$ cat src/rtl/register_12bit_pkg.sv
// Shared constants for the 12-bit data register.
package register_12bit_pkg;

  // Data path width; the register is only ever built 12 bits wide.
  localparam int WIDTH_DEFAULT = 12;

  // Value forced onto data_out by a reset edge.
  localparam logic [11:0] RESET_VALUE_DEFAULT = 12'h000;

endpackage : register_12bit_pkg

$ cat src/rtl/register_12bit_dff_sync_rstn.sv
// Single-bit D flop with synchronous active-low reset.
// It is the building block that the 12-bit register is made from.
module dff_sync_rstn
  import register_12bit_pkg::*;
#(
  parameter logic RESET_VALUE = 1'b0
) (
  input  logic clk,
  input  logic rst,
  input  logic d,
  output logic q
);

  logic q_d;
  logic q_q;

  // Next state: every non-reset edge loads d. There is no enable.
  always_comb begin
    q_d = d;
  end

  // Storage flop. Reset is sampled only at the rising edge, so dropping rst between edges has no effect until the next edge.
  always_ff @(posedge clk) begin
    if (!rst) begin
      q_q <= RESET_VALUE;
    end else begin
      q_q <= q_d;
    end
  end

  assign q = q_q;

endmodule : dff_sync_rstn

$ cat src/rtl/register_12bit.sv
// 12-bit pipeline register with synchronous active-low reset.
// It is built from one reset flop per bit, so data_out comes straight from flops.
module register_12bit
  import register_12bit_pkg::*;
#(
  parameter int             WIDTH       = WIDTH_DEFAULT,
  parameter logic [WIDTH-1:0] RESET_VALUE = RESET_VALUE_DEFAULT
) (
  input  logic             clk,
  input  logic             rst,
  input  logic [WIDTH-1:0] data_in,
  output logic [WIDTH-1:0] data_out
);

  // One flop per bit. Bit i of RESET_VALUE sets the reset state of bit i, so no bit depends on any other bit.
  for (genvar i = 0; i < WIDTH; i++) begin : g_bit
    dff_sync_rstn #(
      .RESET_VALUE (RESET_VALUE[i])
    ) u_dff (
      .clk (clk),
      .rst (rst),
      .d   (data_in[i]),
      .q   (data_out[i])
    );
  end

endmodule : register_12bit

$ cat config.mk
export PLATFORM = sky130hd
export DESIGN_NAME = register_12bit
export DESIGN_NICKNAME = d
export VERILOG_FILES = /design/src/rtl/register_12bit_pkg.sv /design/src/rtl/register_12bit_dff_sync_rstn.sv /design/src/rtl/register_12bit.sv
export SDC_FILE = /design/constraint.sdc
export NUM_CORES = 1
export LEC_CHECK = 0
export ABC_CLOCK_PERIOD_IN_PS = 800
export CAP_MARGIN = 40
export CORE_MARGIN = 1
export CORE_UTILIZATION = 23
export CTS_CLUSTER_DIAMETER = 80
export DETAILED_ROUTE_END_ITERATION = 7
export PLACE_DENSITY = 0.61
export SYNTH_ARGS = -nofsm -noshare
export SYNTH_HDL_FRONTEND = slang
export SYNTH_SLANG_ARGS = --single-unit
export TNS_END_PERCENT = 100
$ cat constraint.sdc
create_clock -name clk -period 0.8 [get_ports clk]
set_input_delay 0.16 -clock clk [delete_from_list [all_inputs] [get_ports clk]]
set_output_delay 0.16 -clock clk [all_outputs]
set_load 0.05 [all_outputs]
==> results.sh, run 1 <==
export IMPL_path_buf_inv=1
export IMPL_fp_dieArea_um2=2030
export IMPL_hold_end="g_bit[2].u_dff.q"
export IMPL_final_common_cell="clkdlybuf4s50_1"
export IMPL_combPwrFrac=0.250
export IMPL_power_density_nw_per_um2=1740
export IMPL_cp_max_fo=1
export IMPL_switching_share=0.253
export IMPL_outcome="complete, but fails checks"
export IMPL_postLayoutCellArea_um2=772
export IMPL_syn2layout_area_growth_pct=80.9
export IMPL_tightest_slew_ns=0.0886
export IMPL_max_freq_mhz=1110
export IMPL_syn_num_nets=51
export IMPL_cts_reportedPaths_clkPinSlew_ns=0.07
export IMPL_gp_congestion=0.580
export IMPL_maxCapViolations=0
export IMPL_netSwitchingPower_mw=0.341
export IMPL_p_int_mw=1.01
export IMPL_crit_arrival_ns=0.74
export IMPL_final_cell_mix="clkdlybuf4s50_1 (13), dfxtp_2 (12), buf_12 (12), and2_2 (8), and2_1 (4)"
export IMPL_yosysWarnings=0
export IMPL_drv_slew=0
export IMPL_grt_pass1_vias=288
export IMPL_rows=15
export IMPL_dr_pass1_iters=2
export IMPL_die_y_um=45.1
export IMPL_ant_nets=0
export IMPL_layout_drive_gt1_share=0.679
export IMPL_period_needed_ns=0.901
export IMPL_clock_power_share=0.258
export IMPL_wl_um=659
export IMPL_ioPinCount=26
export IMPL_violations="negative setup slack"
export IMPL_drc=0
export IMPL_min_from="data_in[2]"
export IMPL_synthesis_area_um2=427
export IMPL_cts_tree="built"
export IMPL_ys_ff_latch=12
export IMPL_setup_ws_ns=-0.101
export IMPL_worstPathCellList="buf_12"
export IMPL_finalCritPeriodShare=1.13
export IMPL_total_power_mw=1.35
export IMPL_setup_violations=12
export IMPL_start_util=0.247
export IMPL_via_per_inst=3.35
export IMPL_avgSynthCellArea_um2=11.5
export IMPL_path_class="register to output pin"
export IMPL_diodes=0
export IMPL_leakage_nw=0.315
export IMPL_io_buffers=25
export IMPL_ir_drop_mv=0.507
export IMPL_grt_pass1_wl_mm=1.05
export IMPL_crit_path_max_incr_delay_ns=0.35
export IMPL_synth_cell_types=5
export IMPL_clockBufferDepth=2
export IMPL_antenna_found_initial=0
export IMPL_core_area_um2=1730
export IMPL_cp_top_family="flip-flops"
export IMPL_num_vias=261
export IMPL_rsz0062_at_grt="true"
export IMPL_start_kind="register"
export IMPL_whs_path_depth=2
export IMPL_grt_max_degree=13
export IMPL_hold_viol=0
export IMPL_drt_iter0_markers=1
export IMPL_clock_sinks=12
export IMPL_hold_buffers=0
export IMPL_h_tree_depth=1
export IMPL_max_slew_margin=0.941
export IMPL_detail_route_wl_per_cell_um=8.45
export IMPL_dp_worst_setup_slack_ns=-0.228
export IMPL_cp_required_ns=0.64
export IMPL_placed_cell_area_um2=734
export IMPL_cts_buffers=3
export IMPL_p_seq_frac=0.492
export IMPL_overflow=0
export IMPL_critPathCaptureType="output pin"
export IMPL_cts_root_buf="clkbuf_4"
export IMPL_fin_nets=69
export IMPL_hp_class="input pin to register"
export IMPL_yosysSeqAreaShare=0.563
export IMPL_grt_use_total=0.0767
export IMPL_crit_slowest_cell="dfxtp_2"
export IMPL_synth_cells=37
export IMPL_largest_reg_flops=12
export IMPL_die_w_um=45.1
[final cells by class]
| cell class | count | area, µm² |
|---|---|---|
| well taps | 25 | 31.3 |
| repair buffers | 26 | 378 |
| flip-flops and latches | 12 | 255 |
| clock buffers | 3 | 22.5 |
| fillers | 177 | 955 |
| multi-input cells | 12 | 85.1 |
[kinds of logic (layout without fill, tap and decap cells)]
family	count (synthesis)	in the layout	synth area share
buf+inv	13	29	0.238
flops	12	12	0.563
simple gates	12	12	0.199
[power groups by stage]
| stage | Clock [mW] | Combinational [mW] | Sequential, mW |
|---|---|---|---|
| 4_1_cts | 0.363 | 0.341 | 0.664 |
| 3_5_place_dp | 0 | 0.339 | 0.671 |
| 6_report | 0.347 | 0.337 | 0.662 |
| 2_1_floorplan | 0 | 0.192 | 0.649 |
| 5_1_grt | 0.401 | 0.352 | 0.666 |
| 3_3_place_gp | 0 | 0.335 | 0.669 |
[worst max path at each step]
stage                                 from               end  slack, ns  cells past startpoint
after floorplan           g_bit[0].u_dff.q       data_out[0]       0.17                      1
after global placement                 rst  g_bit[0].u_dff.q      -0.22                      3
after detailed placement               rst  g_bit[0].u_dff.q      -0.23                      3
after CTS                 g_bit[1].u_dff.q       data_out[1]      -0.12                      1
after global routing      g_bit[7].u_dff.q       data_out[7]      -0.14                      1
final                     g_bit[1].u_dff.q       data_out[1]      -0.10                      1
[Yosys cell counts (all sizes together)]
cell / n / area [µm²]
and2: 12 / 85.1
dfxtp: 12 / 240
buf: 13 / 101
[routing by layer]
layer,GRT usage,share of wire,vias up
li1,-,-,130
met1,0.0741,0.34,117
met2,0.133,0.60,14
met3,0.00400,0.056,0
met4,0.0909,0,0
met5,0,0,-
[what timing repair did]
| item | 4_1_cts | 5_1_grt |
|---|---|---|
| buffers inserted | 0 | 0 |
| pin swaps | 0 | 0 |
| gates resized for setup | 12 | 0 |
| setup endpoints to repair | 12 | 12 |
[through the flow]
step,setup TNS (ns),utilization,cells,hold slack [ns]
6_report,-1.11,0.447,78,0.472
5_1_grt,-1.50,0.447,78,0.465
4_1_cts,-1.27,0.447,78,0.465
3_5_place_dp,-2.35,0.425,75,0.609
3_3_place_gp,-2.28,0.425,75,0.607
2_1_floorplan,0,-,37,0.287
Note: power is estimated with default switching activity, not from simulation.
==> inputs of run 2 (changes only) <==
CORE_MARGIN = not set   (was 1)
PLACE_DENSITY = 0.62   (was 0.61)
==> results.sh, run 2 (synthesized netlist as in run 1, its figures left out) <==
export IMPL_setup_ws_ns=-0.104
export IMPL_detail_route_wl_per_cell_um=8.20
export IMPL_cts_reportedPaths_clkPinSlew_ns=0.07
export IMPL_drv_slew=0
export IMPL_finalCoreUtilization=0.453
export IMPL_rows=15
export IMPL_fin_nets=70
export IMPL_max_slew_margin=0.932
export IMPL_cts_buffers=3
export IMPL_max_freq_mhz=1110
export IMPL_leakage_nw=0.329
export IMPL_grt_use_total=0.0809
export IMPL_finalCritPeriodShare=1.13
export IMPL_grt_pass1_wl_mm=1.04
export IMPL_multi_input_area_um2=85.1
export IMPL_violations="negative setup slack"
export IMPL_period_needed_ns=0.904
export IMPL_die_w_um=45.1
export IMPL_gp_congestion=0.579
export IMPL_highest_layer="met4"
export IMPL_crit_arrival_ns=0.74
export IMPL_post_cts_buffers=0
export IMPL_finalSetupTns_ns=-1.10
export IMPL_regArea_um2=255
export IMPL_ir_drop_mv=0.604
export IMPL_cp_required_ns=0.64
export IMPL_hold_viol=0
export IMPL_path_buf_inv=1
export IMPL_grt_pass1_vias=263
export IMPL_syn2layout_area_growth_pct=83.3
export IMPL_io_buffers=25
export IMPL_drt_iter0_markers=1
export IMPL_power_density_nw_per_um2=1720
export IMPL_ioPinCount=26
export IMPL_outcome="complete, but fails checks"
export IMPL_cts_root_buf="clkbuf_4"
export IMPL_crit_path_max_incr_delay_ns=0.35
export IMPL_fillers=169
export IMPL_cp_max_fo=1
export IMPL_diodes=0
export IMPL_core_area_um2=1730
export IMPL_die_y_um=45.1
export IMPL_wl_met2_um=339
export IMPL_fp_dieArea_um2=2030
export IMPL_worstPathCellList="buf_12"
export IMPL_via_per_inst=3.30
export IMPL_cp_top_family="flip-flops"
export IMPL_crit_slowest_cell="dfxtp_2"
export IMPL_start_util=0.247
export IMPL_rsz0062_at_grt="true"
export IMPL_clock_sinks=12
export IMPL_overflow=0
export IMPL_path_class="register to output pin"
export IMPL_h_tree_depth=1
export IMPL_cts_tree="built"
export IMPL_largest_reg_flops=12
export IMPL_setup_violations=12
export IMPL_dr_pass1_iters=2
export IMPL_start_kind="register"
export IMPL_drc=0
export IMPL_antenna_found_initial=0
export IMPL_grt_max_degree=7
export IMPL_met1_length_um=245
export IMPL_tightest_slew_ns=0.102
export IMPL_wl_um=648
export IMPL_hp_class="input pin to register"
export IMPL_ant_nets=0
export IMPL_hold_buffers=0
export IMPL_met3_length_um=43
export IMPL_layout_drive_gt1_share=0.685
export IMPL_clockBufferDepth=2
export IMPL_num_vias=261
export IMPL_final_cell_mix="dfxtp_2 (12), clkdlybuf4s50_1 (12), buf_12 (12), and2_2 (8), and2_1 (4)"
export IMPL_maxCapViolations=0
export IMPL_critPathCaptureType="output pin"
[run 2: cell count changes in the layout (fill, tap and decap cells not counted), sizes merged]
cell	before	now
buf	13	14
dlymetal6s2s	0	1
clkdlybuf4s50	13	12
[run 2: repair_timing]
action,CTS,global route
setup endpoints to repair,12,14
gates resized for setup,12,1
hold endpoints to repair,0,0
[run 2: through the flow]
step / hold slack (ns) / setup slack, ns / cell area, µm² / cells / power, mW
floorplan: 0.287 / 0.175 / 427 / 37 / 0.841
global placement: 0.606 / -0.221 / 742 / 76 / 1.01
detailed placement: 0.607 / -0.234 / 742 / 76 / 1.01
CTS: 0.459 / -0.123 / 779 / 79 / 1.38
global route: 0.203 / -0.140 / 782 / 79 / 1.42
finish: 0.181 / -0.104 / 782 / 79 / 1.35
[run 2: worst paths after layout]
kind             start                to  depth (start not counted)
min                rst  g_bit[0].u_dff.q                          2
max   g_bit[9].u_dff.q       data_out[9]                          1
[run 2: cell type report]
class | instances | share of cell area
Multi-Input combinational cell | 12 | 0.109
Clock buffer | 3 | 0.0288
Tap cell | 25 | 0.0400
Timing Repair Buffer | 27 | 0.496
Sequential cell | 12 | 0.326
[run 2: per-layer routing]
layer	vias up	track usage
met5	-	0
met1	111	0.0668
li1	132	-
met2	16	0.139
met3	2	0.0160
met4	0	0.109
[run 2: report_power, final]
group          switching (mW)  internal, mW
registers              0.0258         0.637
logic                   0.143         0.197
clock network           0.171         0.173
total                   0.339          1.01
==> inputs of run 3 (changes only) <==
--- a/config.mk
+++ b/config.mk
@@ -9,6 +9,7 @@
 export CAP_MARGIN = 40
-export CORE_UTILIZATION = 23
+export CORE_AREA = 2 2 39 41
 export CTS_CLUSTER_DIAMETER = 80
 export DETAILED_ROUTE_END_ITERATION = 7
-export PLACE_DENSITY = 0.62
+export DIE_AREA = 0 0 41 43
+export PLACE_DENSITY = 0.79
 export SYNTH_ARGS = -nofsm -noshare
--- a/constraint.sdc
+++ b/constraint.sdc
@@ -3,2 +3,2 @@
 set_output_delay 0.16 -clock clk [all_outputs]
-set_load 0.05 [all_outputs]
+set_load 0.02 [all_outputs]
==> results.sh, run 3 (synthesized netlist as in run 1, its figures left out) <==
export IMPL_drc=0
export IMPL_setup_violations=12
export IMPL_crit_path_max_incr_delay_ns=0.32
export IMPL_fin_nets=68
export IMPL_fp_dieArea_um2=1760
export IMPL_power_density_nw_per_um2=1990
export IMPL_detail_route_wl_per_cell_um=9.10
export IMPL_dp_cells=65
export IMPL_rows=14
export IMPL_cp_top_family="flip-flops"
export IMPL_ir_drop_mv=1.03
export IMPL_dp_worst_setup_slack_ns=-0.344
export IMPL_clock_sinks=12
export IMPL_ant_nets=0
export IMPL_ioPinCount=26
export IMPL_overflow=0
export IMPL_gp_congestion=0.522
export IMPL_outcome="complete, but fails checks"
export IMPL_leakage_nw=0.287
export IMPL_via_per_inst=3.78
export IMPL_finalCritPeriodShare=1.09
export IMPL_hp_class="input pin to register"
export IMPL_largest_reg_flops=12
export IMPL_hold_viol=0
export IMPL_diodes=0
export IMPL_cp_required_ns=0.64
export IMPL_syn2layout_area_growth_pct=54.8
export IMPL_cts_buffers=3
export IMPL_detailed_place_hpwl_um=501
export IMPL_antenna_found_initial=0
export IMPL_path_buf_inv=1
export IMPL_hold_slack_ns=0.439
export IMPL_grt_use_total=0.0895
export IMPL_critPathCaptureType="output pin"
export IMPL_clockBufferDepth=2
export IMPL_cts_reportedPaths_clkPinSlew_ns=0.07
export IMPL_hold_buffers=0
export IMPL_crit_slowest_cell="dfxtp_2"
export IMPL_cts_root_buf="clkbuf_4"
export IMPL_grt_pass1_vias=261
export IMPL_die_y_um=43
export IMPL_period_needed_ns=0.869
export IMPL_crit_arrival_ns=0.71
export IMPL_io_buffers=25
export IMPL_rsz0062_at_grt="true"
export IMPL_grt_max_degree=13
export IMPL_drt_iter0_markers=0
export IMPL_wl_um=628
export IMPL_hold_end="g_bit[2].u_dff.q"
export IMPL_critical_path_depth=1
export IMPL_final_cell_mix="dfxtp_2 (12), clkdlybuf4s50_1 (12), buf_6 (12), and2_2 (8), and2_1 (4)"
export IMPL_whs_path_depth=2
export IMPL_violations="negative setup slack"
export IMPL_cts_tree="built"
export IMPL_tightest_slew_ns=0.303
export IMPL_layout_drive_gt1_share=0.679
export IMPL_dr_pass1_iters=1
export IMPL_die_w_um=41
export IMPL_core_area_um2=1380
export IMPL_min_from="rst"
export IMPL_grt_pass1_wl_mm=1.00
export IMPL_cts_repair_resized=84
export IMPL_h_tree_depth=1
export IMPL_num_vias=261
export IMPL_max_freq_mhz=1150
export IMPL_cp_max_fo=1
export IMPL_maxCapViolations=0
export IMPL_drv_slew=0
export IMPL_start_kind="register"
export IMPL_stdcell_count=69
export IMPL_post_cts_buffers=0
export IMPL_max_slew_margin=0.798
export IMPL_path_class="register to output pin"
export IMPL_setup_ws_ns=-0.0686
export IMPL_worstPathCellList="buf_6"
export IMPL_start_util=0.308
-- run 3: cell count changes in the layout (fill, tap and decap cells not counted) --
cell	change
buf_12	-12
buf_4	-2
buf_6	+12
clkbuf_8	+1
dlygate4sd2_1	+1
dlymetal6s2s_1	-1
-- run 3: layer usage --
layer / routed length (µm) / GRT usage / vias to the layer above
met1: 207 / 0.0874 / 115
li1: - / - / 129
met3: 72 / 0.0314 / 0
met5: 0 / 0 / -
met2: 348 / 0.138 / 17
met4: 0 / 0.0800 / 0
-- run 3: per-stage QoR --
step,instance area [µm²],setup TNS (ns),total power [mW],utilization
floorplan,427,0,0.767,-
global placement,596,-6.01,0.841,0.430
detailed placement,596,-6.67,0.847,0.430
CTS,659,-0.971,1.35,0.476
global route,661,-1.13,1.38,0.477
finish,661,-0.749,1.31,0.477
-- run 3: area by class of cell --
class	count	area, µm²
clock buffers	4	36.3
well taps	16	20.0
repair buffers	25	264
multi-input cells	12	85.1
fillers	141	723
flip-flops and latches	12	255
-- run 3: power by group --
part	internal (mW)	leakage [nW]	switching, mW
clock network	0.276	0.0210	0.189
logic	0.129	0.163	0.0680
registers	0.635	0.103	0.0140
total	1.04	0.287	0.271
-- run 3: worst max path at each step --
| stage | start | end | slack, ns |
|---|---|---|---|
| floorplan | g_bit[0].u_dff.q | data_out[0] | 0.22 |
| global placement | rst | g_bit[0].u_dff.q | -0.30 |
| detailed placement | rst | g_bit[0].u_dff.q | -0.34 |
| CTS | g_bit[6].u_dff.q | data_out[6] | -0.09 |
| global route | g_bit[8].u_dff.q | data_out[8] | -0.10 |
| finish | g_bit[6].u_dff.q | data_out[6] | -0.07 |
